**config.mk**
```make
export PLATFORM = sky130hd
export DESIGN_NAME = ysyx_040066_clint_flat
export DESIGN_NICKNAME = d
export VERILOG_FILES = /design/src/rtl/ysyx_040066_defs.sv /design/src/rtl/ysyx_040066_clint_if.sv /design/src/rtl/ysyx_040066_clint_timer.sv /design/src/rtl/ysyx_040066_clint.sv /design/src/flat_wrapper.sv
export SDC_FILE = /design/constraint.sdc
export NUM_CORES = 1
export LEC_CHECK = 0
export CORE_MARGIN = 5
export CORE_UTILIZATION = 23
export CTS_CLUSTER_DIAMETER = 50
export DETAILED_ROUTE_END_ITERATION = 8
export SYNTH_ARGS = -nofsm -noshare
export SYNTH_HDL_FRONTEND = slang
export SYNTH_SLANG_ARGS = --single-unit
```
**constraint.sdc**
```tcl
create_clock -name clk -period 8.48 [get_ports clk]
set_clock_uncertainty 0.2 [all_clocks]
set_input_delay 1.696 -clock clk [delete_from_list [all_inputs] [get_ports clk]]
set_output_delay 1.696 -clock clk [all_outputs]
set_load 0.03 [all_outputs]
```
**src/rtl/ysyx_040066_defs.sv**
```systemverilog
// Shared CLINT definitions: register offsets, interrupt causes, CSR bit indices
// and the byte-masked merge used by every writable register.
package ysyx_040066_defs;

  localparam logic [15:0] MSIP_OFF     = 16'h0000;
  localparam logic [15:0] MTIMECMP_OFF = 16'h4000;
  localparam logic [15:0] MTIME_OFF    = 16'hBFF8;

  localparam logic [63:0] CAUSE_MSI = 64'h8000_0000_0000_0003;
  localparam logic [63:0] CAUSE_MTI = 64'h8000_0000_0000_0007;

  localparam int unsigned MSTATUS_MIE = 3;
  localparam int unsigned MIE_MSIE    = 3;
  localparam int unsigned MIE_MTIE    = 7;

  typedef enum logic {
    BUS_IDLE,
    BUS_RESP
  } bus_state_t;

  typedef enum logic {
    IRQ_IDLE,
    IRQ_PEND
  } irq_state_t;

  typedef enum logic [1:0] {
    SEL_MSIP,
    SEL_MTIMECMP,
    SEL_MTIME,
    SEL_NONE
  } reg_sel_t;

  function automatic reg_sel_t decode(input logic [15:0] off);
    reg_sel_t sel;
    case (off)
      MSIP_OFF:     sel = SEL_MSIP;
      MTIMECMP_OFF: sel = SEL_MTIMECMP;
      MTIME_OFF:    sel = SEL_MTIME;
      default:      sel = SEL_NONE;
    endcase
    return sel;
  endfunction

  function automatic logic [63:0] byte_merge(input logic [63:0] old,
                                             input logic [63:0] wdata,
                                             input logic [7:0]  wmask);
    logic [63:0] r;
    r = old;
    for (int unsigned i = 0; i < 8; i++) begin
      if (wmask[i]) r[i*8 +: 8] = wdata[i*8 +: 8];
    end
    return r;
  endfunction

endpackage

```
**src/rtl/ysyx_040066_clint_if.sv**
```systemverilog
// Device-bus request/response channel between a master and the CLINT.
interface ysyx_040066_clint_if;
  logic        req_valid;
  logic        req_ready;
  logic        req_we;
  logic [15:0] req_addr;
  logic [63:0] req_wdata;
  logic [7:0]  req_wmask;
  logic        resp_valid;
  logic        resp_ready;
  logic [63:0] resp_rdata;
  logic        resp_err;

  modport master (
    output req_valid, req_we, req_addr, req_wdata, req_wmask, resp_ready,
    input  req_ready, resp_valid, resp_rdata, resp_err
  );

  modport slave (
    input  req_valid, req_we, req_addr, req_wdata, req_wmask, resp_ready,
    output req_ready, resp_valid, resp_rdata, resp_err
  );
endinterface

```
**src/rtl/ysyx_040066_clint_timer.sv**
```systemverilog
// mtime/mtimecmp with prescaler and registered mtip; byte-masked write ports.
module ysyx_040066_clint_timer
  import ysyx_040066_defs::*;
#(
  parameter int unsigned TICK_DIV = 1
) (
  input  logic        clk,
  input  logic        rst,
  input  logic        mtime_we,
  input  logic        mtimecmp_we,
  input  logic [63:0] wdata,
  input  logic [7:0]  wmask,
  output logic [63:0] mtime,
  output logic [63:0] mtimecmp,
  output logic        mtip
);

  localparam int unsigned CW = (TICK_DIV > 1) ? $clog2(TICK_DIV) : 1;
  localparam logic [CW-1:0] DIV_LAST = CW'(TICK_DIV - 1);

  logic [CW-1:0] div_cnt;

  always_ff @(posedge clk) begin
    if (!rst) begin
      mtime    <= '0;
      mtimecmp <= '1;
      div_cnt  <= '0;
      mtip     <= 1'b0;
    end else begin
      // A bus write to mtime overrides the tick and restarts the prescaler.
      if (mtime_we) begin
        mtime   <= byte_merge(mtime, wdata, wmask);
        div_cnt <= '0;
      end else if (div_cnt == DIV_LAST) begin
        mtime   <= mtime + 64'd1;
        div_cnt <= '0;
      end else begin
        div_cnt <= div_cnt + CW'(1);
      end
      if (mtimecmp_we) mtimecmp <= byte_merge(mtimecmp, wdata, wmask);
      mtip <= (mtime >= mtimecmp);
    end
  end

endmodule

```
**src/rtl/ysyx_040066_clint.sv**
```systemverilog
// Core-local interruptor: bus slave for msip/mtimecmp/mtime and the registered
// interrupt request presented to the pipeline.
module ysyx_040066_clint
  import ysyx_040066_defs::*;
#(
  parameter int unsigned TICK_DIV  = 1,
  parameter logic [15:0] BASE_ADDR = 16'h0000
) (
  input  logic                 clk,
  input  logic                 rst,
  ysyx_040066_clint_if.slave   bus,
  input  logic [63:0]          mie,
  input  logic [63:0]          mstatus,
  output logic                 irq_valid,
  output logic [63:0]          irq_cause,
  input  logic                 irq_ack,
  output logic                 mtip,
  output logic                 msip_o
);

  bus_state_t  bus_state;
  irq_state_t  irq_state;
  logic        msip;
  logic [63:0] mtime;
  logic [63:0] mtimecmp;
  logic [15:0] off;
  reg_sel_t    sel;
  logic        accept;
  logic        wr;
  logic        mtime_we;
  logic        mtimecmp_we;
  logic        msip_we;
  logic [63:0] rd_value;
  logic        sw_pend;
  logic        tm_pend;
  logic        pend;
  logic        unused_csr_bits;

  assign off         = bus.req_addr - BASE_ADDR;
  assign sel         = decode(off);
  assign accept      = (bus_state == BUS_IDLE) && bus.req_valid;
  assign wr          = accept && bus.req_we;
  assign mtime_we    = wr && (sel == SEL_MTIME);
  assign mtimecmp_we = wr && (sel == SEL_MTIMECMP);
  assign msip_we     = wr && (sel == SEL_MSIP) && bus.req_wmask[0];

  always_comb begin
    rd_value = '0;
    case (sel)
      SEL_MSIP:     rd_value = {63'd0, msip};
      SEL_MTIMECMP: rd_value = mtimecmp;
      SEL_MTIME:    rd_value = mtime;
      default:      rd_value = '0;
    endcase
  end

  ysyx_040066_clint_timer #(
    .TICK_DIV(TICK_DIV)
  ) u_timer (
    .clk        (clk),
    .rst        (rst),
    .mtime_we   (mtime_we),
    .mtimecmp_we(mtimecmp_we),
    .wdata      (bus.req_wdata),
    .wmask      (bus.req_wmask),
    .mtime      (mtime),
    .mtimecmp   (mtimecmp),
    .mtip       (mtip)
  );

  always_ff @(posedge clk) begin
    if (!rst) begin
      bus_state       <= BUS_IDLE;
      bus.req_ready   <= 1'b1;
      bus.resp_valid  <= 1'b0;
      bus.resp_rdata  <= '0;
      bus.resp_err    <= 1'b0;
      msip            <= 1'b0;
    end else begin
      case (bus_state)
        BUS_IDLE: begin
          if (bus.req_valid) begin
            bus_state      <= BUS_RESP;
            bus.req_ready  <= 1'b0;
            bus.resp_valid <= 1'b1;
            bus.resp_rdata <= bus.req_we ? '0 : rd_value;
            bus.resp_err   <= (sel == SEL_NONE);
            if (msip_we) msip <= bus.req_wdata[0];
          end
        end
        BUS_RESP: begin
          if (bus.resp_ready) begin
            bus_state      <= BUS_IDLE;
            bus.req_ready  <= 1'b1;
            bus.resp_valid <= 1'b0;
            bus.resp_rdata <= '0;
            bus.resp_err   <= 1'b0;
          end
        end
        default: bus_state <= BUS_IDLE;
      endcase
    end
  end

  assign msip_o  = msip;
  assign sw_pend = msip & mie[MIE_MSIE];
  assign tm_pend = mtip & mie[MIE_MTIE];
  assign pend    = mstatus[MSTATUS_MIE] & (sw_pend | tm_pend);

  // Cause is latched on rise and held; dropping to IDLE on ack guarantees
  // at least one idle cycle before the next request can rise.
  always_ff @(posedge clk) begin
    if (!rst) begin
      irq_state <= IRQ_IDLE;
      irq_valid <= 1'b0;
      irq_cause <= '0;
    end else begin
      case (irq_state)
        IRQ_IDLE: begin
          if (pend) begin
            irq_state <= IRQ_PEND;
            irq_valid <= 1'b1;
            irq_cause <= sw_pend ? CAUSE_MSI : CAUSE_MTI;
          end
        end
        IRQ_PEND: begin
          if (irq_ack || !pend) begin
            irq_state <= IRQ_IDLE;
            irq_valid <= 1'b0;
          end
        end
        default: irq_state <= IRQ_IDLE;
      endcase
    end
  end

  assign unused_csr_bits = ^{mie[63:8], mie[6:4], mie[2:0],
                             mstatus[63:4], mstatus[2:0]};

endmodule

```
**src/flat_wrapper.sv**
```systemverilog
// flat-port wrapper written by rule: the top's interface ports become plain ports
module ysyx_040066_clint_flat import ysyx_040066_defs::*;
#(
  parameter int unsigned TICK_DIV  = 1,
  parameter logic [15:0] BASE_ADDR = 16'h0000
)
  (clk, rst, mie, mstatus, irq_valid, irq_cause, irq_ack, mtip, msip_o, bus_req_valid, bus_req_we, bus_req_addr, bus_req_wdata, bus_req_wmask, bus_resp_ready, bus_req_ready, bus_resp_valid, bus_resp_rdata, bus_resp_err);
  ysyx_040066_clint_if bus_i ();
  input  logic clk;
  input  logic rst;
  input  logic [63:0] mie;
  input  logic [63:0] mstatus;
  output logic irq_valid;
  output logic [63:0] irq_cause;
  input  logic irq_ack;
  output logic mtip;
  output logic msip_o;
  input wire logic [$bits(bus_i.req_valid)-1:0] bus_req_valid;
  input wire logic [$bits(bus_i.req_we)-1:0] bus_req_we;
  input wire logic [$bits(bus_i.req_addr)-1:0] bus_req_addr;
  input wire logic [$bits(bus_i.req_wdata)-1:0] bus_req_wdata;
  input wire logic [$bits(bus_i.req_wmask)-1:0] bus_req_wmask;
  input wire logic [$bits(bus_i.resp_ready)-1:0] bus_resp_ready;
  output wire logic [$bits(bus_i.req_ready)-1:0] bus_req_ready;
  output wire logic [$bits(bus_i.resp_valid)-1:0] bus_resp_valid;
  output wire logic [$bits(bus_i.resp_rdata)-1:0] bus_resp_rdata;
  output wire logic [$bits(bus_i.resp_err)-1:0] bus_resp_err;
  assign bus_i.req_valid = bus_req_valid;
  assign bus_i.req_we = bus_req_we;
  assign bus_i.req_addr = bus_req_addr;
  assign bus_i.req_wdata = bus_req_wdata;
  assign bus_i.req_wmask = bus_req_wmask;
  assign bus_i.resp_ready = bus_resp_ready;
  assign bus_req_ready = bus_i.req_ready;
  assign bus_resp_valid = bus_i.resp_valid;
  assign bus_resp_rdata = bus_i.resp_rdata;
  assign bus_resp_err = bus_i.resp_err;
  ysyx_040066_clint #(.TICK_DIV(TICK_DIV), .BASE_ADDR(BASE_ADDR)) u_core (.clk(clk), .rst(rst), .bus(bus_i), .mie(mie), .mstatus(mstatus), .irq_valid(irq_valid), .irq_cause(irq_cause), .irq_ack(irq_ack), .mtip(mtip), .msip_o(msip_o));
endmodule
```
==> results of run 1 <==
[cell usage in the layout, fill, tap and decap left out, types with 48 or more instances in the layout]
master | synthesis | routed
sky130_fd_sc_hd__o21ai_0 | 124 | 124
sky130_fd_sc_hd__nand3_1 | 170 | 170
sky130_fd_sc_hd__a21oi_1 | 52 | 51
sky130_fd_sc_hd__dfxtp_1 | 203 | 203
sky130_fd_sc_hd__clkdlybuf4s50_1 | 0 | 169
sky130_fd_sc_hd__nor2_1 | 48 | 48
sky130_fd_sc_hd__a22oi_1 | 65 | 65
sky130_fd_sc_hd__and2_1 | 69 | 68
sky130_fd_sc_hd__conb_1 | 1 | 61
sky130_fd_sc_hd__inv_1 | 76 | 76
sky130_fd_sc_hd__ha_1 | 65 | 65
sky130_fd_sc_hd__nand2_1 | 208 | 208
[metal layers]
metal | share of wire, % | vias to the layer above
met4 | 2.6 | 8
met5 | 0.13 | -
met2 | 46 | 357
met1 | 44 | 5499
li1 | - | 5647
met3 | 6.4 | 81
[state kept, by name, indices dropped and copies added, names as in the netlist]
register and cells:
u_core.u_timer.mtip 1, u_core.irq_valid 1, u_core.u_timer.div_cnt 1, u_core.u_timer.mtime 64, u_core.bus.resp_err 1, u_core.u_timer.mtimecmp 64
u_core.irq_cause 2, u_core.msip_o 1, u_core.irq_state 1, u_core.bus.resp_valid 1, u_core.bus.req_ready 1, u_core.bus_state 1
u_core.bus.resp_rdata 64
[stage by stage]
| stage | util (%) | worst slack [ps] |
|---|---|---|
| 2_1_floorplan | - | 4538 |
| 5_1_grt | 29.38 | 3755 |
| 6_report | 29.38 | 3943 |
| 3_3_place_gp | 27.47 | 3453 |
| 4_1_cts | 29.38 | 4022 |
| 3_5_place_dp | 27.47 | 3413 |
[where the power goes]
group / switching (uW) / internal [uW] / leakage [uW]
Combinational: 111 / 54.9 / 0.00404
Clock: 482 / 716 / 0.000459
Sequential: 5.05 / 957 / 0.00164
Total: 599 / 1730 / 0.00614
[final timing paths]
path	endpoint	depth (start not counted)
worst max register to register	u_core.u_timer.mtime[59]	8
worst min register to register	u_core.irq_state	1
worst max-delay path	u_core.u_timer.mtime[59]	9
worst min-delay path	u_core.irq_state	1
[kinds of logic (layout without fill, tap and decap cells)]
family                   count (synthesis)  after routing  share of synthesized area [%]
adder cells (fa/ha/maj)                 65             65                          6.952
flip-flops                             203            203                          34.74
multiplexers                             8              8                         0.7594
AND/OR/NAND/NOR                        669            669                          28.64
XOR/XNOR                                 3              3                         0.2246
buffers and inverters                  232            319                          9.583
other                                    1             62                        0.03205
AO/OA/AOI/OAI                          348            348                          19.07
[critical path, stage by stage]
cell                              delay, ps
sky130_fd_sc_hd__clkdlybuf4s50_1        490
sky130_fd_sc_hd__nor2b_1                240
sky130_fd_sc_hd__and3b_1                220
sky130_fd_sc_hd__buf_4                  240
sky130_fd_sc_hd__a21o_1                 410
sky130_fd_sc_hd__buf_4                  310
sky130_fd_sc_hd__nor4_1                 800
sky130_fd_sc_hd__a211oi_1               180
sky130_fd_sc_hd__nor3_1                 220
[area by class of cell]
cell class / instances / area, um2
Sequential cell: 203 / 4064
Fill cell: 5411 / 35500
Timing Repair Buffer: 190 / 1849
Clock inverter: 14 / 135.1
Clock buffer: 39 / 824.5
Tap cell: 672 / 840.8
Multi-Input combinational cell: 1154 / 6769
Inverter: 76 / 285.3
Antenna cell: 1 / 2.502
==> summary.md, run 1 <==
| Metric | Value |
|---|---|
| Area growth from synthesis to layout | 26.26% |
| Area share of the largest cell type after synthesis | 34.74% |
| Most common library cells after synthesis | sky130_fd_sc_hd__nand2_1, sky130_fd_sc_hd__dfxtp_1, sky130_fd_sc_hd__nand3_1, sky130_fd_sc_hd__o21ai_0, sky130_fd_sc_hd__clkbuf_1 |
| Number of design-rule violations left by the first detailed-router iteration | 816 |
| Remaining design rule violation count | 0 |
| Net count of the finished layout | 1942 |
| Hold Startpoint | u_core.irq_state |
| Origin of the worst setup path | bus_req_valid |
| Average wire per cell in the routed design | 17.37 um |
| Final design instance area without fill | 14770 um2 |
| CTS Root Buffer Type | sky130_fd_sc_hd__clkbuf_16 |
| TritonCTS clock tree | done |
| Least-Margin Pin Slew | 1072 ps |
| Flop-to-flop setup slack | 5150 ps |
| Met2 global-route usage | 22.96% |
| Clock-pin slew on the worst setup and hold paths | 60 ps |
| Chip Height | 235.5 um |
| First-pass GRT wire length | 63980 um |
| Library cell occupying the most area in the post-synthesis netlist | sky130_fd_sc_hd__dfxtp_1 |
| Headroom to the max-slew limit | 26.68% |
| Clock network latency to the later pin of the worst-skew pair | 580 ps |
| Endpoints failing hold | 0 |
| Number of max-cap violations | 0 |
| Critical Path Sink Type | flop |
| Hold_buf cts | 0 |
| FMAX | 220.4 MHz |
| Worst Hold Slack | 264.9 ps |
| Cell area after synthesis | 11700 um2 |
| Number of cells upsized or downsized after cts | 0 |
| Met3 track demand over resource in global routing | 3.456% |
| Largest net degree at the start of global routing | 90 |
| Fraction of registers with async set or reset after synthesis | 0% |
| Final wirelength | 40810 um |
| Number of enable-type register cells in the synthesized netlist | 0 |
| Worst setup path class | primary input to flop |
| Vias after detailed routing | 11592 |
| Clock buffers created by TritonCTS | 30 |
| Met1 track demand over resource | 18.42% |
| Endpoints failing setup | 0 |
| Worst path required time | 8780 ps |
| CP arrival | 4830 ps |
| Non-filler instance count after layout | 2349 |
| H-tree level count | 1 |
| Cell variety after synth | 70 |
| Classification of the worst-slack hold path | flop to flop |
| P per Cell Area | 157.5 nW/um2 |
| Mean area per synthesized cell | 7.651 um2 |
| First-pass detailed-route iteration total | 5 |
| Routed via count divided by cell count | 4.935 |
| Post-DP HPWL | 30380 um |
| Io pins | 356 |
| Number of sinks driven by the clock tree | 203 |
| Largest fanout of any net on the critical path | 26 |
| Final clock period utilization by the worst path | 53.50% |
| Initial antenna violation count | 5 |
| Post-layout power | 2327 uW |
| Sequential-to-total area share from yosys stat | 34.74% |
| Placed standard-cell area | 13810 um2 |
| Main flop type after synthesis | sky130_fd_sc_hd__dfxtp_1 |
| Overall global routing resource usage | 13.96% |
| Routability congestion estimate from global placement | 0.8505 |
| Largest cells by area after synthesis | sky130_fd_sc_hd__dfxtp_1, sky130_fd_sc_hd__nand3_1, sky130_fd_sc_hd__ha_1 |
| Yosys Warn Count | 0 |
| Origin of the critical flop-to-flop path | u_core.bus_state |
| Post-CTS setup buffer count | 0 |
| Horizontal die dimension | 235.5 um |
| Number of nets still failing antenna checks after routing | 0 |
| Die outline area | 55470 um2 |
| Worst voltage drop across the vdd grid | 153.2 uV |
| Number of buffers between clock root and the deepest sink | 3 |
| Placed cell count | 2295 |
| Tmin final | 4537 ps |
| Startpoint type of the worst setup path | primary input |
| Area of the placeable core | 50270 um2 |
| Core Rows | 82 |
| GR peak layer | met2 |
| IO Port Bufs | 170 |
| Number of instances in the synthesized netlist | 1529 |
| Final count of pins violating max slew | 0 |
| Result of the run | complete, no violations |
| Vias in the first global route | 11095 |
| Final global-route overflow total | 0 |
| Leading cell type by number of instances after synthesis | sky130_fd_sc_hd__nand2_1 |
| Starting density of the core | 23.27% |
| Static leakage | 0.006141 uW |
| FF+latch count, synth | 203 |
| Proportion of layout cells with a drive suffix above 1 | 5.370% |
| Setup repair after global routing missed its margin | no |
| Setup total negative slack | 0 ps |
No activity file was read; power rests on OpenSTA's default activity.
==> run 2, diff against run 1 <==
clock period = 4.65 ns   (was 8.48 ns; I/O delays follow)
==> summary.md, run 2 (synthesis gave the netlist of run 1 again) <==
| Metric | Value |
|---|---|
| Largest fanout of any net on the critical path | 9 |
| Die outline area | 55470 um2 |
| Horizontal die dimension | 235.5 um |
| Clock buffers created by TritonCTS | 31 |
| Worst setup slack after layout | 1230 ps |
| Starting density of the core | 23.27% |
| Most frequent cells in the layout | sky130_fd_sc_hd__nand2_1, sky130_fd_sc_hd__dfxtp_1, sky130_fd_sc_hd__nand3_1 |
| Routed metal-1 wirelength | 18380 um |
| Io pins | 356 |
| Post-DP HPWL | 30840 um |
| Worst setup timing slack at the placement stage | 717.8 ps |
| Startpoint type of the worst setup path | primary input |
| Final count of pins violating max slew | 0 |
| Final global-route overflow total | 0 |
| Fillers | 5408 |
| Tmin final | 3420 ps |
| H-tree level count | 1 |
| Initial antenna violation count | 3 |
| Least-Margin Pin Slew | 1362 ps |
| FMAX | 292.4 MHz |
| Critical Path Sink Type | flop |
| Clock-pin slew on the worst setup and hold paths | 60 ps |
| Met3 layer wire length in the routed design | 3044 um |
| Placed cell count | 2310 |
| Fin util | 29.99% |
| Headroom to the max-slew limit | 6.856% |
| Core Rows | 82 |
| Non-filler instance count after layout | 2368 |
| Area of the multi-input gates | 6769 um2 |
| Endpoints failing hold | 0 |
| Area growth from synthesis to layout | 28.87% |
| Chip Height | 235.5 um |
| Area of the placeable core | 50270 um2 |
| Post-CTS setup buffer count | 0 |
| Routed via count divided by cell count | 4.941 |
| Number of buffers between clock root and the deepest sink | 3 |
| Result of the run | complete, no violations |
| Net count of the finished layout | 1958 |
| WL met2 | 19090 um |
| Top flop regs | u_core.bus.resp_rdata: 64 flops, u_core.u_timer.mtime: 64 flops, u_core.u_timer.mtimecmp: 64 flops |
| Endpoints failing setup | 0 |
| CTS Root Buffer Type | sky130_fd_sc_hd__clkbuf_16 |
| Number of max-cap violations | 0 |
| Hold_buf cts | 0 |
| Number of sinks driven by the clock tree | 203 |
| Leading cell type in the layout, fill and taps excluded | sky130_fd_sc_hd__nand2_1 |
| Setup total negative slack | 0 ps |
| Vias in the first global route | 11274 |
| Average wire per cell in the routed design | 17.59 um |
| P per Cell Area | 306.2 nW/um2 |
| Top routing layer used | met5 |
| First-pass GRT wire length | 65020 um |
| Number of cells upsized or downsized after cts | 0 |
| Worst setup path class | primary input to flop |
| Worst path required time | 4940 ps |
| Overall global routing resource usage | 14.22% |
| IO Port Bufs | 170 |
| Largest net degree at the start of global routing | 91 |
| Worst voltage drop across the vdd grid | 221.3 uV |
| Remaining design rule violation count | 0 |
| Clock network latency to the later pin of the worst-skew pair | 580 ps |
| TritonCTS clock tree | done |
| Number of nets still failing antenna checks after routing | 0 |
| Setup repair after global routing missed its margin | no |
| Final clock period utilization by the worst path | 73.56% |
| Post-layout power | 4616 uW |
| Number of design-rule violations left by the first detailed-router iteration | 906 |
| Routability congestion estimate from global placement | 0.8659 |
| Proportion of layout cells with a drive suffix above 1 | 6.608% |
| Flip-flop and latch area | 4064 um2 |
| CP arrival | 3710 ps |
| First-pass detailed-route iteration total | 5 |
| Classification of the worst-slack hold path | flop to flop |
| Vias after detailed routing | 11700 |
| Final wirelength | 41650 um |
| Static leakage | 0.006313 uW |
-- run 2: changes by cell type in the layout (fill, tap and decap cells not counted), moves of 2 or more --
cell / change
sky130_fd_sc_hd__buf_12: +2
sky130_fd_sc_hd__clkbuf_1: -3
sky130_fd_sc_hd__buf_4: +13
sky130_fd_sc_hd__inv_8: +2
sky130_fd_sc_hd__bufinv_16: +5
-- run 2: final cells by class --
type / instances / share of cell area (%)
Clock inverter: 20 / 1.917
Tap cell: 672 / 5.577
Multi-Input combinational cell: 1154 / 44.90
Clock buffer: 37 / 5.561
Timing Repair Buffer: 205 / 13.18
Antenna cell: 1 / 0.01660
Sequential cell: 203 / 26.96
Inverter: 76 / 1.892
-- run 2: worst paths after layout --
kind                              endpoint  cells after the start                     start  slack, ps
setup / recovery  u_core.u_timer.mtime[13]                      9             bus_req_valid       1230
hold / removal            u_core.irq_state                      1          u_core.irq_state        270
setup reg to reg       u_core.u_timer.mtip                      7  u_core.u_timer.mtime[35]       1380
hold reg to reg           u_core.irq_state                      1          u_core.irq_state        270
-- run 2: per-stage QoR --
step / hold slack [ps] / area (um2)
after global routing: 271.5 / 15070
after detailed placement: 249.6 / 13950
final: 266.4 / 15080
after CTS: 262.8 / 15070
after global placement: 245.3 / 13950
after floorplan: 229.1 / 11920
-- run 2: critical path: stages --
cell                              delay [ps]
sky130_fd_sc_hd__clkdlybuf4s50_1         470
sky130_fd_sc_hd__nor2b_1                 160
sky130_fd_sc_hd__buf_4                   170
sky130_fd_sc_hd__and3b_1                 330
sky130_fd_sc_hd__a2111oi_0              1000
sky130_fd_sc_hd__buf_4                   260
sky130_fd_sc_hd__and4_1                  180
sky130_fd_sc_hd__nor3_1                   40
sky130_fd_sc_hd__nor3_1                  170
-- run 2: power breakdown --
part | internal (uW) | switching, uW | leakage (uW)
Sequential | 1740 | 9.49 | 0.00164
Clock | 1630 | 926 | 0.000548
Combinational | 103 | 207 | 0.00413
Total | 3470 | 1140 | 0.00631
-- run 2: metal layers --
layer | GRT usage (%) | vias to the layer above
met5 | 0 | -
met4 | 3.976 | 4
met3 | 3.397 | 73
met2 | 22.88 | 449
met1 | 19.09 | 5509
li1 | - | 5665
==> run 3, diff against run 2 <==
clock period = 3.1 ns   (was 4.65 ns; I/O delays follow)
==> summary.md, run 3 (synthesis gave the netlist of run 1 again) <==
| Metric | Value |
|---|---|
| Remaining design rule violation count | 0 |
| Routed via count divided by cell count | 4.861 |
| Met3 track demand over resource in global routing | 3.022% |
| Number of sinks driven by the clock tree | 203 |
| Clock network latency to the later pin of the worst-skew pair | 560 ps |
| Clock buffers created by TritonCTS | 29 |
| Largest stage delay on the critical path | 600 ps |
| CP arrival | 3120 ps |
| Most frequent cells in the layout | sky130_fd_sc_hd__nand2_1, sky130_fd_sc_hd__dfxtp_1, sky130_fd_sc_hd__nand3_1 |
| Number of nets still failing antenna checks after routing | 0 |
| Critical Path Sink Type | flop |
| Static leakage | 0.006707 uW |
| Top flop regs | u_core.bus.resp_rdata: 64 flops, u_core.u_timer.mtime: 64 flops, u_core.u_timer.mtimecmp: 64 flops |
| Number of cells upsized or downsized after cts | 0 |
| Average wire per cell in the routed design | 17.10 um |
| Met2 global-route usage | 23.95% |
| Number of max-cap violations | 0 |
| Hold_buf cts | 0 |
| Placed standard-cell area | 14710 um2 |
| Setup repair after global routing missed its margin | no |
| Endpoints failing setup | 0 |
| TritonCTS clock tree | done |
| Worst Hold Slack | 265.6 ps |
| Leading cell type in the layout, fill and taps excluded | sky130_fd_sc_hd__nand2_1 |
| Starting density of the core | 23.27% |
| Fin util | 31.23% |
| Final global-route overflow total | 0 |
| Least-Margin Pin Slew | 868.5 ps |
| CTS Root Buffer Type | sky130_fd_sc_hd__clkbuf_16 |
| Chip Height | 235.5 um |
| Final design instance area without fill | 15700 um2 |
| First-pass detailed-route iteration total | 5 |
| Post-DP HPWL | 32300 um |
| Number of design-rule violations left by the first detailed-router iteration | 773 |
| Top cell family by delay on the critical path | simple AND/OR/NAND/NOR gates |
| Worst setup timing slack at the placement stage | -295.7 ps |
| Worst path required time | 3380 ps |
| Result of the run | complete, no violations |
| Vias after detailed routing | 11915 |
| P per Cell Area | 416.0 nW/um2 |
| Proportion of layout cells with a drive suffix above 1 | 10.85% |
| Post-CTS setup buffer count | 0 |
| Area growth from synthesis to layout | 34.19% |
| Endpoints failing hold | 0 |
| Buffers & Inverters on Critical Path | 3 |
| Clock-pin slew on the worst setup and hold paths | 50 ps |
| Worst-case reg-to-reg path depth | 7 |
| Post-layout power | 6531 uW |
| Classification of the worst-slack hold path | flop to flop |
| Number of buffers between clock root and the deepest sink | 3 |
| Vias in the first global route | 11682 |
| Area of the placeable core | 50270 um2 |
| Routability congestion estimate from global placement | 0.8974 |
| Initial antenna violation count | 3 |
| Worst path cell trace | clkdlybuf4s50_1 -> or3_1 -> nor4_2 -> buf_4 -> buf_4 -> a21oi_1 -> nand3_1 -> or4_1 -> a31oi_1 |
| H-tree level count | 1 |
| Slowest cell on the critical path | sky130_fd_sc_hd__a21oi_1 |
| Final wirelength | 41910 um |
| Met1 track demand over resource | 19.22% |
| GR peak layer | met2 |
| Worst setup slack after layout | 260.6 ps |
| Worst voltage drop across the vdd grid | 376.9 uV |
| Headroom to the max-slew limit | 40.60% |
| Io pins | 356 |
| IO Port Bufs | 170 |
| Worst Hold Path Cells | 1 |
| Overall global routing resource usage | 14.37% |
| Final clock period utilization by the worst path | 91.59% |
| FMAX | 352.2 MHz |
| Crit. path cell count | 9 |
| Worst setup path class | primary input to flop |
| Die outline area | 55470 um2 |
| Cell repeated most along the worst path | sky130_fd_sc_hd__buf_4 |
| Tmin final | 2839 ps |
| Net count of the finished layout | 2045 |
| Largest fanout of any net on the critical path | 8 |
| Core Rows | 82 |
| Horizontal die dimension | 235.5 um |
| Final count of pins violating max slew | 0 |
| Startpoint type of the worst setup path | primary input |
| First-pass GRT wire length | 65840 um |
| Largest net degree at the start of global routing | 179 |
## run 3: cell count changes in the layout (fill, tap and decap cells not counted), sizes merged
cell / before / now
buf: 36 / 125
clkinv: 7 / 4
bufinv: 6 / 4
clkbuf: 37 / 35
clkinvlp: 3 / 5
inv: 80 / 79
## run 3: path summary, 6_finish.rpt
| path | from | end | slack, ps |
|---|---|---|---|
| setup / recovery | bus_req_addr[1] | u_core.u_timer.mtime[21] | 260 |
| hold / removal | u_core.irq_state | u_core.irq_state | 270 |
| setup reg to reg | u_core.u_timer.mtime[1] | u_core.u_timer.mtime[60] | 310 |
| hold reg to reg | u_core.irq_state | u_core.irq_state | 270 |
## run 3: metrics by stage
stage	setup TNS (ps)	instances
floorplan	0	1589
global placement	-3768	2399
detailed placement	-12270	2399
CTS	0	2450
global route	0	2450
finish	0	2451
## run 3: cell type report
type / instances / area (um2)
fill: 5372 / 34570
multi-input combinational: 1154 / 6769
clock inverter: 16 / 214.0
tap: 672 / 840.8
clock buffer: 35 / 768.2
antenna: 1 / 2.502
inverter: 76 / 285.3
sequential: 203 / 4064
timing repair buffer: 294 / 2755
## run 3: per-layer routing
layer  vias to the layer above  routed length [um]
met2                       405               19390
met5                         -                  47
met1                      5588               18610
met4                         6                 997
li1                       5843                   -
met3                        73                2868
## run 3: worst reg2reg max path, delay by kind of cell (launching register included)
kind	cells	cell delay, ps
compound gates	1	160
fa+ha+maj	1	210
flops	1	350
simple gates	5	1810
## run 3: power breakdown
group / total, uW / internal, uW / switching, uW
combinational: 503 / 182 / 322
sequential: 2630 / 2620 / 10.6
clock: 3400 / 2100 / 1300
